$ cat src/rtl/io_arbiter.sv
// Two-master arbiter/sequencer for the 8-bit IO register bus: IDLE -> ISSUE -> ACK.
// Define IO_ARBITER_FIXED_PRIO_EN for fixed priority (master 0 wins); default is round-robin.
module io_arbiter #(
    parameter int ADDR_W = 8,
    parameter int DATA_W = 8
) (
    input  logic              clk,
    input  logic              rst,
    input  logic              m0_req,
    input  logic              m0_we,
    input  logic [ADDR_W-1:0] m0_addr,
    input  logic [DATA_W-1:0] m0_wdata,
    output logic              m0_ack,
    output logic [DATA_W-1:0] m0_rdata,
    input  logic              m1_req,
    input  logic              m1_we,
    input  logic [ADDR_W-1:0] m1_addr,
    input  logic [DATA_W-1:0] m1_wdata,
    output logic              m1_ack,
    output logic [DATA_W-1:0] m1_rdata,
    output logic [ADDR_W-1:0] io_address,
    output logic [DATA_W-1:0] io_din,
    output logic              io_w_en,
    output logic              io_r_en,
    input  logic [DATA_W-1:0] io_dout,
    output logic              grant
);

    typedef enum logic [1:0] {IDLE, ISSUE, ACK} state_t;

    state_t                   state, state_nxt;
    logic [1:0]               req, we;
    logic [1:0][ADDR_W-1:0]   addr;
    logic [1:0][DATA_W-1:0]   wdata;
    logic [1:0][DATA_W-1:0]   rdata_q, rdata_nxt;
    logic [1:0]               ack_q, ack_nxt;
    logic [ADDR_W-1:0]        addr_nxt;
    logic [DATA_W-1:0]        din_nxt;
    logic                     w_nxt, r_nxt, rd_q, rd_nxt, grant_nxt, win;

    assign req   = {m1_req, m0_req};
    assign we    = {m1_we, m0_we};
    assign addr  = {m1_addr, m0_addr};
    assign wdata = {m1_wdata, m0_wdata};

`ifdef IO_ARBITER_FIXED_PRIO_EN
    assign win = ~req[0];
`else
    // Contended: the master that did not win last time goes next.
    assign win = (&req) ? ~grant : req[1];
`endif

    always_comb begin
        state_nxt = state;
        addr_nxt  = io_address;
        din_nxt   = io_din;
        w_nxt     = 1'b0;
        r_nxt     = 1'b0;
        rd_nxt    = rd_q;
        grant_nxt = grant;
        ack_nxt   = '0;
        rdata_nxt = rdata_q;
        case (state)
            IDLE: begin
                if (|req) begin
                    addr_nxt  = addr[win];
                    din_nxt   = wdata[win];
                    w_nxt     = we[win];
                    r_nxt     = ~we[win];
                    rd_nxt    = ~we[win];
                    grant_nxt = win;
                    state_nxt = ISSUE;
                end
            end
            ISSUE: begin
                ack_nxt[grant] = 1'b1;
                state_nxt      = ACK;
            end
            ACK: begin
                if (rd_q) rdata_nxt[grant] = io_dout;
                state_nxt = IDLE;
            end
            default: state_nxt = IDLE;
        endcase
    end

    always_ff @(posedge clk or posedge rst) begin
        if (rst) begin
            state      <= IDLE;
            io_address <= '0;
            io_din     <= '0;
            io_w_en    <= 1'b0;
            io_r_en    <= 1'b0;
            rd_q       <= 1'b0;
            grant      <= 1'b1;
            ack_q      <= '0;
            rdata_q    <= '0;
        end else begin
            state      <= state_nxt;
            io_address <= addr_nxt;
            io_din     <= din_nxt;
            io_w_en    <= w_nxt;
            io_r_en    <= r_nxt;
            rd_q       <= rd_nxt;
            grant      <= grant_nxt;
            ack_q      <= ack_nxt;
            rdata_q    <= rdata_nxt;
        end
    end

    assign m0_ack = ack_q[0];
    assign m1_ack = ack_q[1];

    // The peripheral's dout only lands in the ACK cycle, so forward it during ack
    // and keep the captured copy afterwards.
    assign m0_rdata = (ack_q[0] && rd_q) ? io_dout : rdata_q[0];
    assign m1_rdata = (ack_q[1] && rd_q) ? io_dout : rdata_q[1];

endmodule

$ cat config.mk
export PLATFORM = sky130hd
export DESIGN_NAME = io_arbiter
export DESIGN_NICKNAME = d
export VERILOG_FILES = /design/src/rtl/io_arbiter.sv
export SDC_FILE = /design/constraint.sdc
export NUM_CORES = 1
export LEC_CHECK = 0
export ABC_AREA = 1
export BUFFER_PORTS_ARGS = -buffer_cell sky130_fd_sc_hd__clkbuf_2
export CELL_PAD_IN_SITES_DETAIL_PLACEMENT = 1
export CELL_PAD_IN_SITES_GLOBAL_PLACEMENT = 1
export CORE_MARGIN = 4
export CORE_UTILIZATION = 35
export CTS_CLUSTER_DIAMETER = 150
export DETAILED_ROUTE_END_ITERATION = 6
export HOLD_SLACK_MARGIN = 0.03
export PLACE_DENSITY_LB_ADDON = 0.1
export SLEW_MARGIN = 20
export SYNTH_ARGS = -nofsm -noshare
export SYNTH_HDL_FRONTEND = slang
export SYNTH_SLANG_ARGS = --single-unit
$ cat constraint.sdc
create_clock -name clk -period 3 [get_ports clk]
set_input_delay 0.15 -clock clk [delete_from_list [all_inputs] [get_ports clk]]
set_output_delay 0.15 -clock clk [all_outputs]
set_load 0.03 [all_outputs]
==> results.cfg, run 1 <==
[yosys]
synth_largest_area_cell = dfrtp_1
synth_area_mm2 = 0.00207
ys_seq_area_frac = 0.484
syn-num-nets = 326
ys_warn_count = 0
ys_types = 20
postSynthAreaPerCell_um2 = 7.40
syn-instance-count = 280
synth_seq_cells = 40
ys_top_cells_by_area = dfrtp_1 (47%), nand2_1 (20%), nand3_1 (10%), inv_1 (7.8%), o21ai_0 (3.9%)
synth_top_area_share = 0.471

[sta]
final-hold-violation-count = 0
post-route-period-util = 0.564
setup_tns_ns = 0
fmax_ghz = 0.591
max-slew-margin-rel = 0.656
layout_min_cycle_time_ns = 1.69
finalSetupViolCount = 0
worstMarginPinSlew_ns = 0.516
drv_slew = 0
rsz0062_at_grt = no
skew_ns = 0.0110

[route]
drt-total-wl_mm = 5.78
dr.pass1.iters = 5
dr.first_iter.drc_count = 79
vias = 2047
routed_via_density = 4.71
wl_per_cell_um = 13.3
postRouteAntennaNets = 0
drc = 0

[setup_path]
cp.arrival_ns = 1.54
critPathKind = reg2out
ff2ff_setup_slack_ns = 1.56
cp_data_required_time_ns = 2.85
cp.buffers_inverters = 1
cp_cell_sequence = nand2_1 > nand2_1 > o21ai_0 > clkbuf_2
endpoint = m0_rdata[4]
r2r_cells = 4
r2r-end = rdata_q[13]
slowest_delay_ns = 0.42
critPathCaptureType = output pin
worstSetupPathDepth = 4
cp_max_fo = 16
critical_path.startpoint = rd_q
critPathLaunchType = register
r2r-start = grant
crit_slowest_cell = dfrtp_1
cpLargestDelayFamily = simple AND/OR/NAND/NOR gates
critPathMostFrequentCell = nand2_1

[floorplan]
fp.coreArea_mm2 = 0.00561
rows = 27
initial_core_util = 0.369
die_x_um = 84.9
fp.dieH_um = 84.9
dieArea_mm2 = 0.00721
io_pins = 83

[status]
status = finished clean

[global_routing]
grt_use_total = 0.174
grt_max_degree = 41
antenna_found_initial = 0
overflow = 0
grt_pass1_vias = 2137
grt_pass1_wl_mm = 10.1

[clock_network]
clockBufferDepth = 2
clock-sinks = 40
cts_resized = 0
cts-htree-levels = 2
post-cts-setup-buffers = 0
tritoncts = done
insertion_delay_ns = 0.30
cts-hold-fix-buffers = 1
cts_inserted_buffers = 5
clockRootBuffer = clkbuf_8
cts.clk_slew.worst_paths_ns = 0.08

[power_and_ir_drop]
power.density_mw_per_mm2 = 1110
peakVddDrop_uv = 393
finalPower_w = 0.00292
p_leak_nw = 1.61

[flow_run]
maxCapViolations = 0

[place]
gp_congestion = 0.757
port-buffer-count = 82
hpwl_mm = 4.29

[final_layout]
drive_above_1_share = 0.281
syn2layout_area_growth_pct = 26.7
antenna_cells = 0
layout_common_cells = nand2_1 (111), clkbuf_2 (82), inv_1 (42), nand3_1 (42), dfrtp_1 (39)
fin_nets = 408
final_common_cell = nand2_1
nFillCells = 777

[hold_path]
hp-class = in2reg
holdPathStages = 3
[state kept, by name (all words and copies together), names as in the netlist]
signal      flops
rdata_q        16
grant           1
io_din          8
state           2
io_w_en         1
io_r_en         1
ack_q           2
rd_q            1
io_address      8
[routing by layer]
layer / global-route usage / wire [um]
met2: 0.302 / 2970
met4: 0.0432 / 63
met1: 0.213 / 2380
met3: 0.0476 / 363
met5: 0 / 0
[worst reg2reg max path: cells and delay by family, from the launching register on]
family	cells	cell delay [ns]
AND/OR/NAND/NOR	3	0.59
buffers and inverters	1	0.16
flip-flops	1	0.64
[final cells by class]
class	instances	area, um^2	share of cell area
flip-flops and latches	40	1000	0.382
multi-input cells	185	833	0.318
repair buffers	85	435	0.166
inverters	45	169	0.0644
well taps	72	90.1	0.0343
clock buffers	7	86.3	0.0329
clock inverters	1	7.51	0.00286
[cell families (layout without fill, tap and decap cells)]
logic type | Yosys count | after routing | share of synthesized area
AO/OA/AOI/OAI | 19 | 19 | 0.0459
buffers and inverters | 55 | 138 | 0.114
flip-flops | 40 | 40 | 0.484
AND/OR/NAND/NOR | 166 | 166 | 0.356
[per-stage QoR]
stage          cell area, um^2  utilization  instances  hold WS [ns]  setup slack (ns)
6_report                  2620        0.468        435        0.0873              1.31
5_1_grt                   2620        0.468        435        0.0905              1.13
4_1_cts                   2620        0.468        435        0.0814              1.24
3_5_place_dp              2520        0.449        426         0.284              1.50
3_3_place_gp              2520        0.449        426         0.288              1.52
2_1_floorplan             2070            -        280         0.260              1.27
[where the power goes]
part	switching (W)	internal, W	total, W
logic	0.00112	0.000430	0.00155
clock network	0.000189	0.000187	0.000376
registers	0.000182	0.000808	0.000990
[how the worst min path moves through the flow]
stage               start          end  slack, ns
6_report       io_dout[3]  rdata_q[11]       0.09
5_1_grt        io_dout[3]  rdata_q[11]       0.09
4_1_cts        io_dout[3]  rdata_q[11]       0.08
3_5_place_dp          rst  rdata_q[14]       0.28
3_3_place_gp          rst  rdata_q[14]       0.29
2_1_floorplan  io_dout[2]  rdata_q[10]       0.26
[cell usage after synthesis, drive strengths merged]
cell / number
a21oi: 1
buf: 8
clkbuf: 2
dfrtp: 39
dfstp: 1
inv: 45
nand2: 116
nand3: 42
nor2: 5
nor3: 3
o21ai: 18
No activity file was read; power rests on OpenSTA's default activity.
==> run 2, diff against run 1 <==
- CORE_UTILIZATION: 35 -> 30
- clock period: 3 -> 1.5 ns (I/O delays scaled with it)
==> results.cfg, run 2 (synthesis results as in run 1) <==
[power_and_ir_drop]
peakVddDrop_uv = 704
finalPower_w = 0.00596
p_leak_nw = 1.69
power.density_mw_per_mm2 = 2160

[setup_path]
cp_max_fo = 16
critPathKind = reg2out
critPathLaunchType = register
cp_cell_sequence = nand2_4 > nand2_1 > o21ai_0 > clkbuf_2
cp_data_required_time_ns = 1.42
critPathCaptureType = output pin
cp.arrival_ns = 1.31
crit_slowest_cell = dfrtp_2
slowest_delay_ns = 0.46

[final_layout]
top_register = rdata_q
final_cell_count_no_fill = 454
final_cell_area_mm2 = 0.00276
seq_area_mm2 = 0.00100
reg.largest.list = rdata_q x16, io_address x8, io_din x8
multi_input_area_um2 = 852
final_common_cell = nand2_1
antenna_cells = 0
syn2layout_area_growth_pct = 33.5
nFillCells = 898
largest_register_ffs = 16
fin_nets = 420
layout_common_cells = nand2_1 (109), clkbuf_2 (82), inv_1 (42), nand3_1 (42), dfrtp_1 (38)
drive_above_1_share = 0.299

[sta]
max-slew-margin-rel = 0.413
post-route-period-util = 0.923
layout_min_cycle_time_ns = 1.39
worstMarginPinSlew_ns = 0.881
holdWs_ns = 0.0446
drv_slew = 0
fmax_ghz = 0.722
final-hold-violation-count = 0
skew_ns = 0.00623
finalSetupViolCount = 0

[route]
routed_via_density = 4.44
drc = 0
dr.first_iter.drc_count = 49
dr.pass1.iters = 4
vias = 2017
postRouteAntennaNets = 0
wl_per_cell_um = 12.9
drt-total-wl_mm = 5.84

[flow_run]
maxCapViolations = 0

[clock_network]
cts-htree-levels = 2
clock-sinks = 40
insertion_delay_ns = 0.29
tritoncts = done
cts_inserted_buffers = 5
cts.clk_slew.worst_paths_ns = 0.07
clockBufferDepth = 2
clockRootBuffer = clkbuf_8

[floorplan]
dieArea_mm2 = 0.00830
rows = 30
fp.coreArea_mm2 = 0.00676
fp.dieH_um = 91.1
io_pins = 83
die_x_um = 91.1
initial_core_util = 0.306

[place]
port-buffer-count = 82
dp_cells = 439
place_area_mm2 = 0.00257
gp_congestion = 0.679
hpwl_mm = 4.33

[global_routing]
overflow = 0
grt_pass1_vias = 2203
grt_pass1_wl_mm = 10.1
grt_use_total = 0.150
grt_max_degree = 41
antenna_found_initial = 0

[status]
status = finished clean

[hold_path]
hp-class = in2reg
-- run 2: cell types whose count changed in the layout (fill, tap and decap cells not counted), moves of 2 or more --
cell,before,now
dlygate4sd3_1,1,8
buf_4,2,7
nand2_1,111,109
nand2_4,4,6
o21ai_0,16,14
-- run 2: layout make-up --
cell class,instances,area share
Clock buffer,7,0.0349
Inverter,45,0.0611
Multi-Input combinational cell,185,0.308
Sequential cell,40,0.363
Tap cell,80,0.0362
Timing Repair Buffer,97,0.196
-- run 2: critical path, delay by kind of cell, from the launching register on --
kind                   cells  cell delay, ns
AO/OA/AOI/OAI              1            0.08
buffers and inverters      1            0.23
flip-flops                 1            0.46
AND/OR/NAND/NOR            2            0.26
-- run 2: through the flow --
stage          setup TNS [ns]  setup slack [ns]   util
2_1_floorplan           -2.41            -0.151      -
3_5_place_dp                0             0.156  0.381
6_report                    0             0.115  0.409
5_1_grt              -0.00229          -0.00229  0.409
3_3_place_gp                0             0.143  0.381
4_1_cts              -0.00612          -0.00612  0.407
-- run 2: worst paths after layout --
| kind | startpoint | to | slack (ns) | cells past startpoint |
|---|---|---|---|---|
| setup / recovery | rd_q | m1_rdata[5] | 0.11 | 4 |
| hold / removal | io_dout[1] | rdata_q[9] | 0.04 | 3 |
| setup reg to reg | grant | rd_q | 0.16 | 5 |
| hold reg to reg | rdata_q[4] | rdata_q[4] | 0.48 | 2 |
| max in group asynchronous | rst | rd_q | 0.65 | 4 |
| min in group asynchronous | rst | io_din[0] | 0.45 | 4 |
-- run 2: timing repair --
item	CTS	global route
cloned	0	0
endpoints found under the hold margin	46	0
setup endpoints to repair	16	16
buffers inserted	0	0
gates resized for setup	2	5
hold buffers	8	0
-- run 2: layer usage --
metal / vias to the layer above / share of wire / track usage
met4: 0 / 0.011 / 0.0528
met1: 915 / 0.45 / 0.183
met2: 53 / 0.48 / 0.258
met5: - / 0 / 0
met3: 5 / 0.056 / 0.0348
li1: 1044 / - / -
-- run 2: where the power goes --
group	total, W	switching, W	internal, W
combinational	0.00319	0.00225	0.000940
sequential	0.00199	0.000373	0.00162
clock	0.000779	0.000369	0.000410
==> run 3, diff against run 2 <==
- RECOVER_POWER: default -> 25
==> results.cfg, run 3 (synthesis results as in run 1) <==
[route]
postRouteAntennaNets = 0
wl_per_cell_um = 12.9
drc = 0
dr.pass1.iters = 4
vias = 2018
routed_via_density = 4.44
dr.first_iter.drc_count = 46
drt-total-wl_mm = 5.85

[sta]
finalSetupViolCount = 0
layout_min_cycle_time_ns = 1.39
final-hold-violation-count = 0
skew_ns = 0.00625
max-slew-margin-rel = 0.383
fmax_ghz = 0.722
drv_slew = 0
post-route-period-util = 0.924
worstMarginPinSlew_ns = 0.925

[final_layout]
final_util = 0.409
final_common_cell = nand2_1
antenna_cells = 0
top_register = rdata_q
fin_nets = 420
largest_register_ffs = 16
drive_above_1_share = 0.294
syn2layout_area_growth_pct = 33.4
final_cell_area_mm2 = 0.00276
layout_common_cells = nand2_1 (109), clkbuf_2 (82), inv_1 (44), nand3_1 (42), dfrtp_1 (38)
reg.largest.list = rdata_q x16, io_address x8, io_din x8
final_cell_count_no_fill = 454

[clock_network]
clockBufferDepth = 2
clockRootBuffer = clkbuf_8
tritoncts = done
insertion_delay_ns = 0.29
cts.clk_slew.worst_paths_ns = 0.07
cts_inserted_buffers = 5
cts-htree-levels = 2
clock-sinks = 40

[global_routing]
antenna_found_initial = 0
grt_pass1_vias = 2203
grt_max_degree = 41
grt_pass1_wl_mm = 10.1
overflow = 0
grt_use_total = 0.150

[place]
gp_congestion = 0.679
port-buffer-count = 82
dp_cells = 439
place_area_mm2 = 0.00257
hpwl_mm = 4.33

[setup_path]
cp_data_required_time_ns = 1.42
r2r_cells = 5
critPathKind = reg2out
cp.arrival_ns = 1.31
critPathLaunchType = register
r2r-start = grant
ff2ff_setup_slack_ns = 0.16
critical_path.startpoint = rd_q
endpoint = m1_rdata[5]
r2r-end = rd_q
cp_max_fo = 16
critPathCaptureType = output pin

[floorplan]
initial_core_util = 0.306
die_x_um = 91.1
fp.coreArea_mm2 = 0.00676
rows = 30
io_pins = 83
dieArea_mm2 = 0.00830
fp.dieH_um = 91.1

[hold_path]
hp-class = in2reg

[flow_run]
maxCapViolations = 0

[power_and_ir_drop]
peakVddDrop_uv = 703
power.density_mw_per_mm2 = 2160
p_leak_nw = 1.69

[status]
status = finished clean
[run 3: per-layer routing]
layer,global-route usage,wire length [um]
met5,0,0
met4,0.0528,68
met3,0.0348,328
met2,0.258,2810
met1,0.183,2640
[run 3: repair_timing]
item	in CTS	in global routing
setup endpoints to repair	16	16
hold buffers	8	0
setup buffers	0	0
hold endpoints to repair	46	0
resized for setup	2	5
[run 3: worst min-delay path by stage]
stage	startpoint	end	slack, ns	cells past startpoint
2_1_floorplan	io_dout[2]	rdata_q[10]	0.18	2
3_3_place_gp	rst	io_din[0]	0.23	3
3_5_place_dp	rst	io_din[0]	0.23	3
4_1_cts	io_dout[1]	rdata_q[9]	0.03	3
5_1_grt	m0_we	io_w_en	0.07	3
6_report	io_dout[1]	rdata_q[9]	0.05	3
[run 3: area by class of cell]
class                   count  area (um^2)
repair buffers             97          541
inverters                  45          169
well taps                  80          100
fillers                   898         4000
multi-input cells         185          852
flip-flops and latches     40         1000
clock buffers               7         96.3
[run 3: stage by stage]
step / hold WS [ns] / setup WS (ns) / setup TNS [ns] / power (W)
after global routing: 0.0671 / -0.00229 / -0.00229 / 0.00647
after CTS: 0.0333 / -0.00612 / -0.00612 / 0.00604
after global placement: 0.226 / 0.143 / 0 / 0.00516
after floorplan: 0.185 / -0.151 / -2.41 / 0.00422
final: 0.0471 / 0.114 / 0 / 0.00596
after detailed placement: 0.226 / 0.156 / 0 / 0.00521
[run 3: worst max-delay path, cell delays in order, from the launching register on]
cell and delay (ns):
dfrtp_2 0.46, nand2_4 0.18, nand2_1 0.09, o21ai_0 0.08, clkbuf_2 0.23
[run 3: where the power goes]
part           total (W)  switching (W)  internal, W
Sequential       0.00199       0.000371      0.00162
Combinational    0.00319        0.00225     0.000938
Clock           0.000779       0.000369     0.000410
